[config.mk]
export PLATFORM = sky130hd
export DESIGN_NAME = mshr_latency_queue
export DESIGN_NICKNAME = d
export VERILOG_FILES = /design/src/rtl/mshr_pkg.sv /design/src/rtl/mshr_lat_cnt.sv /design/src/rtl/mshr_latency_queue.sv
export SDC_FILE = /design/constraint.sdc
export NUM_CORES = 1
export LEC_CHECK = 0
export ABC_CLOCK_PERIOD_IN_PS = 16100
export CAP_MARGIN = 10
export CORE_ASPECT_RATIO = 0.6
export CORE_MARGIN = 2
export CORE_UTILIZATION = 55
export CTS_CLUSTER_DIAMETER = 80
export DETAILED_ROUTE_END_ITERATION = 8
export PLACE_DENSITY = 0.75
export SYNTH_ARGS = -nofsm -noshare
export SYNTH_HDL_FRONTEND = slang
export SYNTH_SLANG_ARGS = --single-unit
[constraint.sdc]
create_clock -name clk -period 16.1 [get_ports clk]
set_clock_uncertainty 0.15 [all_clocks]
set_input_delay 1.61 -clock clk [delete_from_list [all_inputs] [get_ports clk]]
set_output_delay 1.61 -clock clk [all_outputs]
set_load 0.005 [all_outputs]
[src/rtl/mshr_pkg.sv]
// Shared definitions for the LSU miss-handling queue: default sizing and the
// miss-record field layout used by producer, queue and writeback decode.
package mshr_pkg;

    localparam int MSHR_DEPTH      = 8;
    localparam int MSHR_DATA_WIDTH = 74;
    localparam int MSHR_LAT_WIDTH  = 3;

    // Miss-record layout, LSB first; widths sum to MSHR_DATA_WIDTH.
    localparam int REC_SB_INFO_LSB   = 0;
    localparam int REC_SB_INFO_W     = 6;
    localparam int REC_MASK_LSB      = 6;
    localparam int REC_MASK_W        = 32;
    localparam int REC_WARP_ID_LSB   = 38;
    localparam int REC_WARP_ID_W     = 5;
    localparam int REC_WORD_ADDR_LSB = 43;
    localparam int REC_WORD_ADDR_W   = 4;
    localparam int REC_LINE_ADDR_LSB = 47;
    localparam int REC_LINE_ADDR_W   = 26;
    localparam int REC_IS_STORE_BIT  = 73;

endpackage

[src/rtl/mshr_lat_cnt.sv]
// Per-entry valid flag and miss-latency countdown; zero flags that the
// entry's latency has fully elapsed.
module mshr_lat_cnt
    import mshr_pkg::*;
#(
    parameter int LAT_WIDTH = MSHR_LAT_WIDTH
) (
    input  logic                 clk,
    input  logic                 load,
    input  logic [LAT_WIDTH-1:0] lat,
    input  logic                 clear,
    output logic                 zero
);

    logic                 vld;
    logic [LAT_WIDTH-1:0] cnt;

    function automatic logic [LAT_WIDTH-1:0] dec_sat(input logic [LAT_WIDTH-1:0] v);
        return (v == '0) ? v : v - LAT_WIDTH'(1);
    endfunction

    always_ff @(posedge clk) begin
        if (clear) begin
            vld <= 1'b0;
            cnt <= '0;
        end else if (load) begin
            vld <= 1'b1;
            cnt <= lat;
        end else if (vld) begin
            cnt <= dec_sat(cnt);
        end
    end

    assign zero = (cnt == '0);

endmodule

[src/rtl/mshr_latency_queue.sv]
// In-order miss queue with a per-entry latency countdown gating the head.
// Optional stall statistics counter enabled by MSHR_STALL_STATS_EN.
module mshr_latency_queue
    import mshr_pkg::*;
#(
    parameter int DEPTH      = MSHR_DEPTH,
    parameter int DATA_WIDTH = MSHR_DATA_WIDTH,
    parameter int LAT_WIDTH  = MSHR_LAT_WIDTH
) (
    input  logic                    clk,
    input  logic                    rst,
    input  logic                    flush,
    input  logic                    push_valid,
    output logic                    push_ready,
    input  logic [DATA_WIDTH-1:0]   push_data,
    input  logic [LAT_WIDTH-1:0]    push_lat,
    output logic                    pop_valid,
    input  logic                    pop_ready,
    output logic [DATA_WIDTH-1:0]   pop_data,
    output logic                    full,
    output logic                    empty,
    output logic [$clog2(DEPTH):0]  count
`ifdef MSHR_STALL_STATS_EN
    ,
    output logic [15:0]             stall_cnt
`endif
);

    localparam int AW = $clog2(DEPTH);
    localparam int PW = AW + 1;

    logic [PW-1:0]         wr_ptr;
    logic [PW-1:0]         rd_ptr;
    logic [AW-1:0]         wr_idx;
    logic [AW-1:0]         rd_idx;
    logic [DATA_WIDTH-1:0] mem [DEPTH];
    logic [DEPTH-1:0]      ent_zero;
    logic                  push_fire;
    logic                  pop_fire;

    assign wr_idx = wr_ptr[AW-1:0];
    assign rd_idx = rd_ptr[AW-1:0];

    assign full       = (wr_ptr[AW] != rd_ptr[AW]) && (wr_idx == rd_idx);
    assign empty      = (wr_ptr == rd_ptr);
    assign count      = wr_ptr - rd_ptr;
    assign push_ready = !full;
    assign pop_valid  = !empty && ent_zero[rd_idx];
    assign pop_data   = mem[rd_idx];

    // A flush in the same cycle swallows any handshake.
    assign push_fire = push_valid && push_ready && !flush;
    assign pop_fire  = pop_valid && pop_ready && !flush;

    always_ff @(posedge clk) begin
        if (rst || flush) begin
            wr_ptr <= '0;
            rd_ptr <= '0;
        end else begin
            if (push_fire) wr_ptr <= wr_ptr + PW'(1);
            if (pop_fire)  rd_ptr <= rd_ptr + PW'(1);
        end
    end

    always_ff @(posedge clk) begin
        if (push_fire) mem[wr_idx] <= push_data;
    end

    // Push and pop never target the same slot: that needs full or empty.
    for (genvar i = 0; i < DEPTH; i++) begin : g_ent
        mshr_lat_cnt #(.LAT_WIDTH(LAT_WIDTH)) u_cnt (
            .clk   (clk),
            .load  (push_fire && (wr_idx == AW'(i))),
            .lat   (push_lat),
            .clear (rst || flush || (pop_fire && (rd_idx == AW'(i)))),
            .zero  (ent_zero[i])
        );
    end

`ifdef MSHR_STALL_STATS_EN
    function automatic logic [15:0] inc_sat(input logic [15:0] v);
        return (v == 16'hFFFF) ? v : v + 16'd1;
    endfunction

    always_ff @(posedge clk) begin
        if (rst) begin
            stall_cnt <= '0;
        end else if (push_valid && !push_ready) begin
            stall_cnt <= inc_sat(stall_cnt);
        end
    end
`endif

endmodule

==> reports/qor.txt <==
====================================================================================================
Count of endpoints failing setup in the final report                                               0
Hold-fix buffer count after cts                                                                    0
Number of buffers added for setup after CTS                                                        0
Wire length of the first global-routing pass                                               74,880 um
Summed instance area of the synthesized netlist                                          24,730 um^2
Die height                                                                                  168.3 um
Proportion of register bits with asynchronous set or reset after synthesis                        0%
Clock tree from TritonCTS                                                                        yes
Top cells by instance count after synthesis                                             edfxtp_1 (592), mux4_2 (150), mux2_2 (76)
Worst Setup Start Kind                                                                     flip-flop
Root Buffer                                                                                clkbuf_16
All-Layer GR Usage                                                                            21.26%
Cell type of the slowest stage on the worst timing path                                      dfxtp_4
Max Cap Viol                                                                                       0
CTS Buf Count                                                                                     54
Upper clock frequency limit                                                               0.1707 GHz
Count of buffering cells on the critical path with inverters included                              3
Post-Synthesis Cells                                                                           1,158
Weighted congestion at the end of routability-driven global placement                         0.8189
Die Outline Area                                                                         46,740 um^2
Crit path cell chain                                                                    buf_4 > buf_4 > mux4_2 > mux2_2 > clkdlybuf4s50_1
Largest fanout on the critical path                                                               33
Hold Path Sink                                                                          g_ent[5].u_cnt.vld$_SDFFE_PP0P_
Hold Path Stages                                                                                   2
R2R depth                                                                                          7
Setup WS post-layout                                                                       10,240 ps
Outcome                                                                                 finished, final reports clean
Clock Latency Late Sink                                                                       570 ps
Post-synth EDFFs                                                                                 592
Setup repair after global routing missed its margin                                               no
Critical Path End Type                                                                   output port
H-tree lvl count                                                                                   2
Residual overflow from global routing                                                              0
R2R Path End                                                                            mem[6][13]$_DFFE_PP_
Reg-to-reg critical path startpoint                                                     rd_ptr[2]$_SDFFE_PP0P_
Worst-case register-to-register setup slack                                                12,190 ps
Share of the core filled with cells in the final layout                                       64.83%
Synth warnings                                                                                     0
Clock sink total                                                                                 635
Initial Utilization                                                                           55.47%
Static leakage                                                                              9.105 nW
Required time at the endpoint of the critical path                                         14,340 ps
Detailed-router iteration count before antenna repair                                              5
Critical path depth                                                                                5
Vias in the first global route                                                                12,200
#FFs+latches synth                                                                               635
Synth-to-layout area growth                                                                   16.89%
Cell types with the largest area share after synthesis                                  edfxtp_1 (72%), mux4_2 (14%), dfxtp_1 (3.5%)
Part of the Yosys area used for sequential elements                                           75.35%
Final-stage net count                                                                          1,464
Initial antenna violation count                                                                    2
Worst Hold Launch                                                                       g_ent[5].u_cnt.vld$_SDFFE_PP0P_
Inst Count DP                                                                                  1,883
WL/cell                                                                                     24.58 um
Part of the cycle the worst path needs                                                        36.39%
Largest net degree at the start of global routing                                                 62
Aggregate negative setup slack                                                                  0 ps
Areal power density over the cells                                                      112.8 nW/um^2
DRT iter0 DRCs                                                                                 1,052
Post-Syn Area per Cell                                                                    21.36 um^2
Count leader, synth                                                                         edfxtp_1
Buffer depth of the longest clock path                                                             3
Final Instance Area                                                                      28,910 um^2
Half-perimeter wire length of the detailed placement result                                26,430 um
Time the worst path needs with I/O delays and setup                                          5859 ps
Family with the most delay on the worst path                                            buffers and inverters
Number of endpoints with negative hold slack in the final report                                   0
Share of layout cells above drive strength 1                                                  24.62%
Cell type with the largest total area after synthesis                                       edfxtp_1
Nets in the synthesized netlist                                                                1,272
Core Footprint                                                                           44,590 um^2
Post-CTS resize count                                                                              0
DRC viols                                                                                          0
Fillers                                                                                        2,962
Clock-pin slew reported for the worst setup and hold paths after clock tree synthesis          60 ps
Actual slew at the worst max-slew pin                                                        1069 ps
DR vias                                                                                       11,790
Synth top area share                                                                          71.87%
Post-detailed-placement cell area                                                        27,120 um^2
Finished Layout Cells                                                                          1,984
Cell mode on critical path                                                                     buf_4
Number of vias per cell                                                                        5.943
Row count                                                                                         60
Total Routed Length                                                                        48,770 um
Horizontal die dimension                                                                    277.8 um
Main synth FF type                                                                          edfxtp_1
Data arrival time of the critical path                                                       4100 ps
Relative slew slack                                                                           28.75%
Final antenna-violating net count                                                                  0
Kind of critical path                                                                     reg -> out
Hold Crit Class                                                                           reg -> reg
Count of port buffers added during placement                                                     163
Number of library cell types mapped by synthesis                                                  36
Post-placement worst setup slack                                                           10,720 ps
Highest ir drop seen on vdd                                                               0.07104 mV
Number of top-level pins                                                                         164
Final Max Slew Viols                                                                               0
Delay contributed by the slowest stage of the critical path                                   770 ps
====================================================================================================
[per-layer routing]
layer,global-route usage [%],share of wire (%),vias up,wire length (um)
met2,33.29,48,365,23300
met4,5.100,1.9,2,949
met5,0,0.027,-,13
met3,4.052,6.2,68,3011
met1,31.50,44,6222,21500
li1,-,-,5134,-
[kinds of logic (layout without fill, tap and decap cells)]
group,count (synthesis),in the layout,share of synthesized area (%)
xor+xnor,15,15,0.5312
fa+ha+maj,32,32,1.649
flops,635,635,75.35
other cells,0,2,0
compound gates,54,54,1.507
simple gates,100,100,1.927
buf+inv,81,316,1.310
mux,241,241,17.72
[final cells by class]
cell class                 count  area (um^2)  area share, %
sequential                   635        18650          64.50
clock inverter                36        404.1          1.398
inverter                      34        128.9         0.4458
timing repair buffer         183         1782          6.163
antenna                        2        5.005        0.01731
clock buffer                  63         1385          4.791
tap                          589        737.0          2.549
multi-input combinational    442         5821          20.13
[where the power goes]
part,switching [mW],leakage (nW),internal [mW]
registers,0.00478,5.70,1.82
logic,0.0564,2.54,0.0638
clock network,0.561,0.869,0.759
[worst max-delay path by stage]
stage,endpoint,slack [ps]
2_1_floorplan,mem[0][0]$_DFFE_PP_,8210
6_report,pop_data[0],10240
3_3_place_gp,pop_data[10],10770
3_5_place_dp,pop_data[0],10720
4_1_cts,pop_data[0],10090
5_1_grt,pop_data[73],9900
[cell usage in the layout (no fill, tap or decap), types with 4 or more instances in the layout]
cell type	count
a211oi_1	12
a21o_1	4
a21oi_1	19
buf_4	20
bufinv_16	9
clkbuf_1	9
clkbuf_16	54
clkdlybuf4s50_1	163
clkinv_1	15
clkinv_2	9
dfxtp_1	40
edfxtp_1	592
ha_1	31
inv_1	32
mux2_2	76
mux2i_1	15
mux4_2	150
nand2_1	28
nand2b_1	10
nand3_1	8
nor2_1	30
nor2_4	5
nor3_1	9
o2111a_1	4
xnor2_1	13
[metrics by stage]
step / total power, mW / hold WS (ps)
floorplan: 1.905 / 286.6
global placement: 1.974 / 297.2
detailed placement: 1.977 / 307.3
CTS: 3.288 / 318.2
global route: 3.361 / 353.2
finish: 3.260 / 319.8
[state kept, by name, indices dropped and copies added (netlist names), named ones only]
| name | flops |
|---|---|
| mem | 592 |
| g_ent.u_cnt.cnt | 24 |
| g_ent.u_cnt.vld | 8 |
| rd_ptr | 4 |
| wr_ptr | 4 |
[worst reg2reg max path, cell delays in order (launching register included)]
cell and delay, ps:
dfxtp_1 460, inv_1 180, ha_1 360, nand3_1 160, o211a_1 420, nand2_1 320
nor2_4 520, buf_4 900
(Power assumes the default switching activity.)
